<file path="src/rtl/mmio_timer_if.sv">
// Data-memory port of the single-cycle core, as seen by a memory-mapped peripheral.
// The CPU side drives the store strobe/address/data; the peripheral returns load data and its hit.
interface mmio_timer_if;
   logic        memwrite;
   logic [31:0] memaddr;
   logic [31:0] memwritedata;
   logic [31:0] memreaddata;
   logic        sel;

   modport master (output memwrite, memaddr, memwritedata, input memreaddata, sel);
   modport slave  (input memwrite, memaddr, memwritedata, output memreaddata, sel);
endinterface

</file>
<file path="src/rtl/mmio_timer.sv">
// Memory-mapped prescaled timer with compare-match interrupt on the core's data-memory port.
// Loads are combinational; stores commit on the rising edge like the data memory.
module mmio_timer #(
   parameter logic [31:0] BASE_ADDR  = 32'hFFFF_0000,
   parameter int          PRESCALE_W = 16
) (
   input  logic        clk,
   input  logic        reset,
   mmio_timer_if.slave bus,
   output logic        irq
);

   localparam logic [2:0] OFF_CTRL = 3'd0;
   localparam logic [2:0] OFF_PRE  = 3'd1;
   localparam logic [2:0] OFF_CMP  = 3'd2;
   localparam logic [2:0] OFF_CNT  = 3'd3;
   localparam logic [2:0] OFF_STAT = 3'd4;

   logic [2:0]            ctrl;
   logic [PRESCALE_W-1:0] prescale;
   logic [PRESCALE_W-1:0] pcnt;
   logic [31:0]           compare;
   logic [31:0]           count;
   logic [1:0]            status;

   logic                  hit;
   logic [2:0]            off;
   logic                  we;
   logic                  wr_ctrl, wr_pre, wr_cmp, wr_cnt, wr_stat;
   logic                  en, auto_rl, ie;
   logic                  tick;
   logic [31:0]           count_nx;
   logic                  match_set, wrap_set;
   logic [1:0]            w1c;
   logic [31:0]           rd;

   // Byte lanes and bits outside the register widths are intentionally not decoded.
   logic unused_bits;
   assign unused_bits = ^{bus.memaddr[1:0], bus.memwritedata[31:3]};

   assign hit = (bus.memaddr[31:5] == BASE_ADDR[31:5]);
   assign off = bus.memaddr[4:2];
   assign we  = bus.memwrite & hit;

   assign wr_ctrl = we && (off == OFF_CTRL);
   assign wr_pre  = we && (off == OFF_PRE);
   assign wr_cmp  = we && (off == OFF_CMP);
   assign wr_cnt  = we && (off == OFF_CNT);
   assign wr_stat = we && (off == OFF_STAT);

   assign en      = ctrl[0];
   assign auto_rl = ctrl[1];
   assign ie      = ctrl[2];

   assign tick = en && (pcnt == prescale);

   // A software COUNT load on a tick edge suppresses that tick's MATCH/WRAP.
   always_comb begin
      count_nx  = count;
      match_set = 1'b0;
      wrap_set  = 1'b0;
      if (wr_cnt) begin
         count_nx = bus.memwritedata;
      end else if (tick) begin
         if (count == compare) begin
            match_set = 1'b1;
            if (auto_rl) begin
               count_nx = '0;
            end else begin
               count_nx = count + 32'd1;
               wrap_set = &count;
            end
         end else begin
            count_nx = count + 32'd1;
            wrap_set = &count;
         end
      end
   end

   assign w1c = wr_stat ? bus.memwritedata[1:0] : 2'b00;

   always_ff @(posedge clk or negedge reset) begin
      if (!reset) begin
         ctrl     <= '0;
         prescale <= '0;
         compare  <= '0;
         count    <= '0;
         status   <= '0;
         pcnt     <= '0;
      end else begin
         if (wr_ctrl) ctrl     <= bus.memwritedata[2:0];
         if (wr_pre)  prescale <= bus.memwritedata[PRESCALE_W-1:0];
         if (wr_cmp)  compare  <= bus.memwritedata;
         count  <= count_nx;
         // Hardware set beats a same-edge W1C.
         status <= (status & ~w1c) | {wrap_set, match_set};
         if (!en || wr_ctrl || wr_pre || tick)
            pcnt <= '0;
         else
            pcnt <= pcnt + PRESCALE_W'(1);
      end
   end

   always_comb begin
      rd = '0;
      if (hit) begin
         case (off)
            OFF_CTRL: rd[2:0]            = ctrl;
            OFF_PRE:  rd[PRESCALE_W-1:0] = prescale;
            OFF_CMP:  rd                 = compare;
            OFF_CNT:  rd                 = count;
            OFF_STAT: rd[1:0]            = status;
            default:  rd                 = '0;
         endcase
      end
   end

   assign bus.memreaddata = rd;
   assign bus.sel         = hit;
   assign irq             = status[0] & ie;

endmodule

</file>
<file path="src/flat_wrapper.sv">
// flat-port wrapper written by rule: the top's interface ports become plain ports
module mmio_timer_flat 
#(
   parameter logic [31:0] BASE_ADDR  = 32'hFFFF_0000,
   parameter int          PRESCALE_W = 16
)
  (clk, reset, irq, bus_memwrite, bus_memaddr, bus_memwritedata, bus_memreaddata, bus_sel);
  mmio_timer_if bus_i ();
  input  logic clk;
  input  logic reset;
  output logic irq;
  input wire logic [$bits(bus_i.memwrite)-1:0] bus_memwrite;
  input wire logic [$bits(bus_i.memaddr)-1:0] bus_memaddr;
  input wire logic [$bits(bus_i.memwritedata)-1:0] bus_memwritedata;
  output wire logic [$bits(bus_i.memreaddata)-1:0] bus_memreaddata;
  output wire logic [$bits(bus_i.sel)-1:0] bus_sel;
  assign bus_i.memwrite = bus_memwrite;
  assign bus_i.memaddr = bus_memaddr;
  assign bus_i.memwritedata = bus_memwritedata;
  assign bus_memreaddata = bus_i.memreaddata;
  assign bus_sel = bus_i.sel;
  mmio_timer #(.BASE_ADDR(BASE_ADDR), .PRESCALE_W(PRESCALE_W)) u_core (.clk(clk), .reset(reset), .bus(bus_i), .irq(irq));
endmodule
</file>
<file path="config.mk">
export PLATFORM = sky130hd
export DESIGN_NAME = mmio_timer_flat
export DESIGN_NICKNAME = d
export VERILOG_FILES = /design/src/rtl/mmio_timer_if.sv /design/src/rtl/mmio_timer.sv /design/src/flat_wrapper.sv
export SDC_FILE = /design/constraint.sdc
export NUM_CORES = 1
export LEC_CHECK = 0
export CORE_ASPECT_RATIO = 1.5
export CORE_MARGIN = 8
export CORE_UTILIZATION = 30
export DETAILED_ROUTE_END_ITERATION = 12
export PLACE_DENSITY = 0.59
export SLEW_MARGIN = 0
export SYNTH_ARGS = -nofsm -noshare
export SYNTH_HDL_FRONTEND = slang
export SYNTH_SLANG_ARGS = --single-unit
export TNS_END_PERCENT = 50
</file>
<file path="constraint.sdc">
create_clock -name clk -period 2.25 [get_ports clk]
set_input_delay 0.45 -clock clk [delete_from_list [all_inputs] [get_ports clk]]
set_output_delay 0.45 -clock clk [all_outputs]
set_load 0.01 [all_outputs]
</file>
==> results.py, run 1 <==
metrics = {
    "worst_setup_path": {
        "crit_type": "primary input to primary output",
        "reg2reg_to": "u_core.count[4]",
        "critPathMostFrequentCell": "buf_12",
        "end_kind": "primary output",
        "arrival_ps": 2060,
        "critPathSlowestCell": "or4_4",
        "slowest_delay_ps": 440,
        "required_ps": 1800,
        "r2r_slack_ps": -30,
        "reg2reg_from": "u_core.prescale[2]",
        "reg2reg_depth": 6,
        "path_cells": "buf_6 -> nor4b_4 -> nand4_1 -> or4_4 -> buf_4 -> buf_12 -> buf_12 -> nor2_2 -> buf_2",
        "worstSetupStartpointType": "primary input",
        "cp_max_fo": 15,
    },
    "power_and_ir_drop": {
        "intPower_mw": 2.89,
        "p_sw_share_pct": 23.1,
        "p_leak_nw": 4.14,
        "clock_power_share_pct": 43.8,
        "combPwrFrac_pct": 8.0,
        "p_per_area_mw_per_mm2": 411,
        "p_sw_uw": 871,
        "peakVddDrop_v": 0.000287,
        "p_seq_share_pct": 48.2,
    },
    "routing": {
        "drc": 0,
        "route.vias.total": 5982,
        "ant_nets": 0,
        "routed_via_density": 5.25,
        "drt_iter0_drc": 320,
        "wl_per_cell_um": 19.4,
        "wirelength_um": 22200,
        "firstDrtPassIters": 5,
    },
    "global_routing": {
        "grt.overflow.total": 0,
        "grt.total_usage_pct": 17.0,
        "grt_max_degree": 54,
        "grt_pass1_vias": 6206,
        "grt_first_pass_wirelength_um": 34800,
        "antenna_found_initial": 0,
    },
    "floorplanning": {
        "fp.dieW_um": 135,
        "chipHeight_um": 194,
        "boundaryPins": 101,
        "core_mm2": 0.0209,
        "initial_utilization_pct": 30.4,
        "dieArea_mm2": 0.0262,
        "std_cell_rows": 65,
    },
    "sta": {
        "period_needed_ps": 2510,
        "clock-skew-final_ps": 9.02,
        "maxSlewHeadroom_pct": 56.2,
        "max_slew.worst_pin.slew_ps": 657,
        "maxSlewViolCount": 0,
        "fmax_mhz": 398,
        "finalSetupViolCount": 57,
        "finalHoldViolations": 0,
        "rsz0062_at_grt": "true",
        "fin_hold_ws_ps": 108,
        "setup_ws_ps": -263,
        "min_period_over_period_pct": 112,
    },
    "cts": {
        "cts-buffers-inserted": 9,
        "clk_latency_ps": 360,
        "cts.sinks": 101,
        "cts_tree": "done",
        "cts_max_level": 3,
        "clockBufferDepth": 2,
        "cts.root.buffer_cell": "clkbuf_16",
        "clk_pin_slew_worst_paths_ps": 70,
    },
    "layout": {
        "areaGrowthSynthToFinish_pct": 44.1,
        "fin_area_mm2": 0.00915,
        "antennaDiodeCount": 0,
        "layout_commonest_cell": "buf_4",
        "layout-drive-gt1-share_pct": 37.2,
        "final_cell_mix": "buf_4 (103), dfrtp_1 (99), nor2_1 (70)",
        "final_core_util_pct": 43.8,
        "nets": 936,
    },
    "logic_synthesis": {
        "synth_area_per_cell_um2": 9.30,
        "ys_ff_latch": 101,
        "seq_area_frac_synth_pct": 39.8,
        "syn_inst": 683,
        "netlist-cell-type-count": 53,
        "async_flop_share_pct": 100,
        "synth_area_mm2": 0.00635,
        "synth_fp_nets": 752,
        "yosys_warnings": 0,
        "synth_flop_cell": "dfrtp_1",
        "synth_edf_count": 0,
    },
    "place": {
        "gp_congestion": 0.881,
        "dp_hpwl_um": 16300,
        "portBuffers": 98,
        "dp_slack_ps": -1020,
        "placed_cell_area_mm2": 0.00842,
    },
    "run_status": {
        "status": "complete, but fails checks",
        "violations": "setup timing",
    },
    "min_path": {
        "hold_class": "primary input to asynchronous set/reset pin",
    },
    "job": {
        "maxCapViolCount": 0,
    },
}
==> cell families after synthesis <==
| logic type | share of synthesized area (%) |
|---|---|
| xor gates and xnor gates | 8.55 |
| adders and majority gates | 0.394 |
| and+or+nand+nor | 23.5 |
| AOI/OAI and AO/OA | 11.9 |
| buffers and inverters | 3.94 |
| DFF | 39.8 |
| muxes | 12.0 |
==> critical path: cells and delay by family <==
| kind | cells | cell delay (ps) |
|---|---|---|
| and+or+nand+nor | 4 | 930 |
| buffers and inverters | 5 | 660 |
==> metrics by stage <==
stage	setup TNS (ps)	total power, mW	instances
3_5_place_dp	-83330	2.15	1105
4_1_cts	-10050	3.80	1133
5_1_grt	-14560	3.89	1140
6_report	-9930	3.76	1140
3_3_place_gp	-75470	2.15	1105
2_1_floorplan	-8430	1.92	683
==> flip-flops by register name, summed over array words and instances, names as in the netlist <==
name             count
u_core.status        2
u_core.prescale     16
u_core.compare      32
u_core.pcnt         16
u_core.ctrl          3
u_core.count        32
==> how the worst max path moves through the flow <==
stage | start | to | slack, ps | cells past startpoint
after global routing | bus_memaddr[15] | bus_memreaddata[21] | -330 | 9
final | bus_memaddr[15] | bus_memreaddata[24] | -260 | 9
after floorplan | bus_memaddr[12] | u_core.prescale[15] | -280 | 8
after detailed placement | bus_memaddr[12] | bus_memreaddata[2] | -1020 | 9
after global placement | bus_memaddr[12] | bus_memreaddata[2] | -940 | 9
after CTS | bus_memaddr[15] | bus_memreaddata[2] | -310 | 10
==> synthesized netlist by cell type, drive strengths merged, types with 4 or more instances <==
master | count | area, um2
clkbuf | 45 | 169
a31oi | 27 | 169
and3 | 13 | 81.3
nor2b | 5 | 31.3
or3 | 4 | 25.0
and2 | 8 | 50.1
dfrtp | 101 | 2530
a2bb2oi | 6 | 52.6
a21oi | 21 | 105
a22oi | 32 | 240
mux2 | 60 | 698
buf | 7 | 58.8
nor2 | 97 | 364
nand2b | 4 | 25.0
nand4 | 30 | 188
inv | 6 | 22.5
nor3 | 7 | 40.0
nand4b | 7 | 61.3
xnor2 | 39 | 342
nand2 | 28 | 105
xor2 | 23 | 201
or4 | 10 | 78.8
o21ai | 24 | 120
nor4 | 12 | 100
nand3 | 37 | 185
nor4b | 4 | 47.6
==> routing by layer <==
| layer | wire length [um] | track usage [%] |
|---|---|---|
| met4 | 546 | 6.68 |
| met2 | 12000 | 31.0 |
| met1 | 8800 | 19.3 |
| met3 | 783 | 2.36 |
| met5 | 0 | 0 |
==> power groups by stage <==
stage	clock, mW	sequential, mW	combinational [mW]
after floorplan	0	1.85	0.0706
after global placement	0	1.85	0.299
after detailed placement	0	1.85	0.299
after CTS	1.68	1.81	0.303
after global routing	1.75	1.81	0.325
final	1.65	1.81	0.301
==> layout make-up <==
type | count | area [um2]
Multi-Input combinational cell | 525 | 3930
Clock buffer | 11 | 253
Inverter | 6 | 25.0
Fill cell | 2014 | 11700
Clock inverter | 5 | 57.6
Timing Repair Buffer | 224 | 2020
Tap cell | 268 | 335
Sequential cell | 101 | 2530
==> timing repair <==
item	in CTS	in global routing
hold buffers	0	0
pin swaps	40	18
resized for setup	254	46
buffers inserted	10	7
setup endpoints to repair	126	98
gates cloned	2	1
(Power assumes the default switching activity.)
==> inputs of run 2 (changes only) <==
--- a/config.mk
+++ b/config.mk
@@ -7,9 +7,10 @@
 export LEC_CHECK = 0
 export CORE_ASPECT_RATIO = 1.5
 export CORE_MARGIN = 8
-export CORE_UTILIZATION = 30
+export CORE_UTILIZATION = 49
 export DETAILED_ROUTE_END_ITERATION = 12
-export PLACE_DENSITY = 0.59
+export PLACE_DENSITY = 0.83
+export RECOVER_POWER = 50
 export SLEW_MARGIN = 0
 export SYNTH_ARGS = -nofsm -noshare
 export SYNTH_HDL_FRONTEND = slang
==> run 2 against run 1 <==
Effect of this change: the flow still finishes with violations (setup timing); final cell count shrank 11%; sequential cell count unchanged; combinational power is 2% lower; register-to-register slack lost 190 ps; utilization is 25 points higher; worst setup slack better by 44 ps; via count grew 5.2%; cell area decreased by 3.3%; global-route usage increased by 8.7 points; critical path depth is the same.
==> results.py, run 2 (synthesis results as in run 1) <==
metrics = {
    "floorplanning": {
        "dieArea_mm2": 0.0169,
        "initial_utilization_pct": 49.5,
        "std_cell_rows": 51,
        "fp.dieW_um": 109,
        "core_mm2": 0.0128,
        "boundaryPins": 101,
        "chipHeight_um": 155,
    },
    "worst_setup_path": {
        "end_kind": "flip-flop",
        "crit_family": "simple AND/OR/NAND/NOR gates",
        "worstSetupStartpointType": "flip-flop",
        "path_cells": "xnor2_2 -> nand2_1 -> or3b_4 -> or4_4 -> buf_6 -> o211ai_1 -> buf_4 -> buf_12 -> nor2_1",
        "crit_type": "flip-flop to flip-flop",
        "critPathSlowestCell": "or4_4",
        "required_ps": 2490,
        "cp_max_fo": 8,
        "arrival_ps": 2710,
        "slowest_delay_ps": 580,
        "cp.buffers_inverters": 3,
    },
    "cts": {
        "clockBufferDepth": 2,
        "cts-buffers-inserted": 9,
        "clk_pin_slew_worst_paths_ps": 70,
        "cts_max_level": 3,
        "cts.root.buffer_cell": "clkbuf_16",
        "cts_tree": "done",
        "cts.sinks": 101,
        "clk_latency_ps": 350,
    },
    "global_routing": {
        "antenna_found_initial": 0,
        "grt.overflow.total": 0,
        "grt_pass1_vias": 6622,
        "grt_first_pass_wirelength_um": 34100,
        "grt_max_degree": 59,
        "grt.total_usage_pct": 25.7,
    },
    "power_and_ir_drop": {
        "p_sw_uw": 826,
        "power_mw": 3.63,
        "p_per_area_mw_per_mm2": 410,
        "combPwrFrac_pct": 8.1,
        "clock_power_share_pct": 42.0,
        "intPower_mw": 2.81,
        "p_leak_nw": 4.04,
        "p_sw_share_pct": 22.7,
        "peakVddDrop_v": 0.000325,
        "p_seq_share_pct": 49.9,
    },
    "layout": {
        "final_cell_mix": "dfrtp_1 (100), buf_4 (94), nor2_1 (76)",
        "layout_commonest_cell": "dfrtp_1",
        "nFillCells": 941,
        "nets": 920,
        "areaGrowthSynthToFinish_pct": 39.3,
        "seq_area_mm2": 0.00253,
        "reg_top3": "u_core.compare: 32 flops, u_core.count: 32 flops",
        "final_cells": 1015,
        "layout-drive-gt1-share_pct": 33.1,
        "antennaDiodeCount": 0,
        "multi_input_area_mm2": 0.00385,
    },
    "sta": {
        "finalHoldViolations": 0,
        "rsz0062_at_grt": "true",
        "max_slew.worst_pin.slew_ps": 1160,
        "fmax_mhz": 405,
        "fin_hold_ws_ps": 517,
        "min_period_over_period_pct": 110,
        "period_needed_ps": 2470,
        "maxSlewHeadroom_pct": 22.7,
        "clock-skew-final_ps": 7.49,
        "maxSlewViolCount": 0,
        "setup_tns_ps": -11400,
        "setup_ws_ps": -220,
        "finalSetupViolCount": 82,
    },
    "routing": {
        "wirelength_um": 21900,
        "firstDrtPassIters": 5,
        "drc": 0,
        "wl_per_cell_um": 21.6,
        "route.vias.total": 6293,
        "drt_iter0_drc": 488,
        "routed_via_density": 6.20,
        "ant_nets": 0,
    },
    "run_status": {
        "violations": "setup timing",
        "status": "complete, but fails checks",
    },
    "job": {
        "maxCapViolCount": 0,
    },
    "place": {
        "dp_slack_ps": -991,
        "gp_congestion": 0.948,
        "placed_cells_incl_taps": 983,
        "dp_hpwl_um": 15200,
        "portBuffers": 98,
    },
    "min_path": {
        "hold_class": "flip-flop to flip-flop",
    },
}
[run 2: layout make-up]
type,count,area share (%)
clock buffer,13,3.05
tap,159,2.25
multi-input combinational,524,43.4
clock inverter,3,0.212
inverter,6,0.283
timing repair buffer,209,22.2
sequential,101,28.6
[run 2: power by group through the flow]
stage	logic (mW)	registers, mW	clock network [mW]
finish	0.294	1.81	1.52
global route	0.313	1.81	1.61
CTS	0.293	1.81	1.54
detailed placement	0.286	1.85	0
global placement	0.281	1.85	0
floorplan	0.0706	1.85	0
[run 2: timing repair]
item,4_1_cts,5_1_grt
setup endpoints to repair,117,98
buffers inserted,9,3
pin swaps,32,20
gates resized for setup,204,44
hold endpoints to repair,19,0
gates cloned,3,0
hold buffers,1,0
[run 2: final timing paths]
path / cells after the start / endpoint / slack (ps) / from
max: 9 / u_core.pcnt[10] / -220 / u_core.prescale[10]
min: 2 / u_core.status[1] / 520 / u_core.status[1]
max reg2reg: 9 / u_core.pcnt[10] / -220 / u_core.prescale[10]
min reg2reg: 2 / u_core.status[1] / 520 / u_core.status[1]
max in group asynchronous: 3 / u_core.count[0] / 220 / reset
min in group asynchronous: 2 / u_core.compare[17] / 860 / reset
[run 2: layer usage]
layer | share of wire, % | GRT usage (%) | vias up | wire length [um]
met2 | 53 | 46.4 | 311 | 11600
met3 | 5.6 | 3.56 | 83 | 1240
met4 | 5.4 | 14.9 | 0 | 1180
li1 | - | - | 2825 | -
met1 | 36 | 27.5 | 3074 | 7870
met5 | 0 | 0 | - | 0
[run 2: through the flow]
step,instance area [um2],util (%)
after floorplan,6410,-
after global placement,8190,63.8
after detailed placement,8190,63.8
after CTS,8690,67.8
after global routing,8850,69.0
final,8850,69.0
[run 2: tightest hold or removal path, delay by kind of cell, from the launching register on]
family	cells	cell delay, ps
compound gates	2	150
flops	1	340
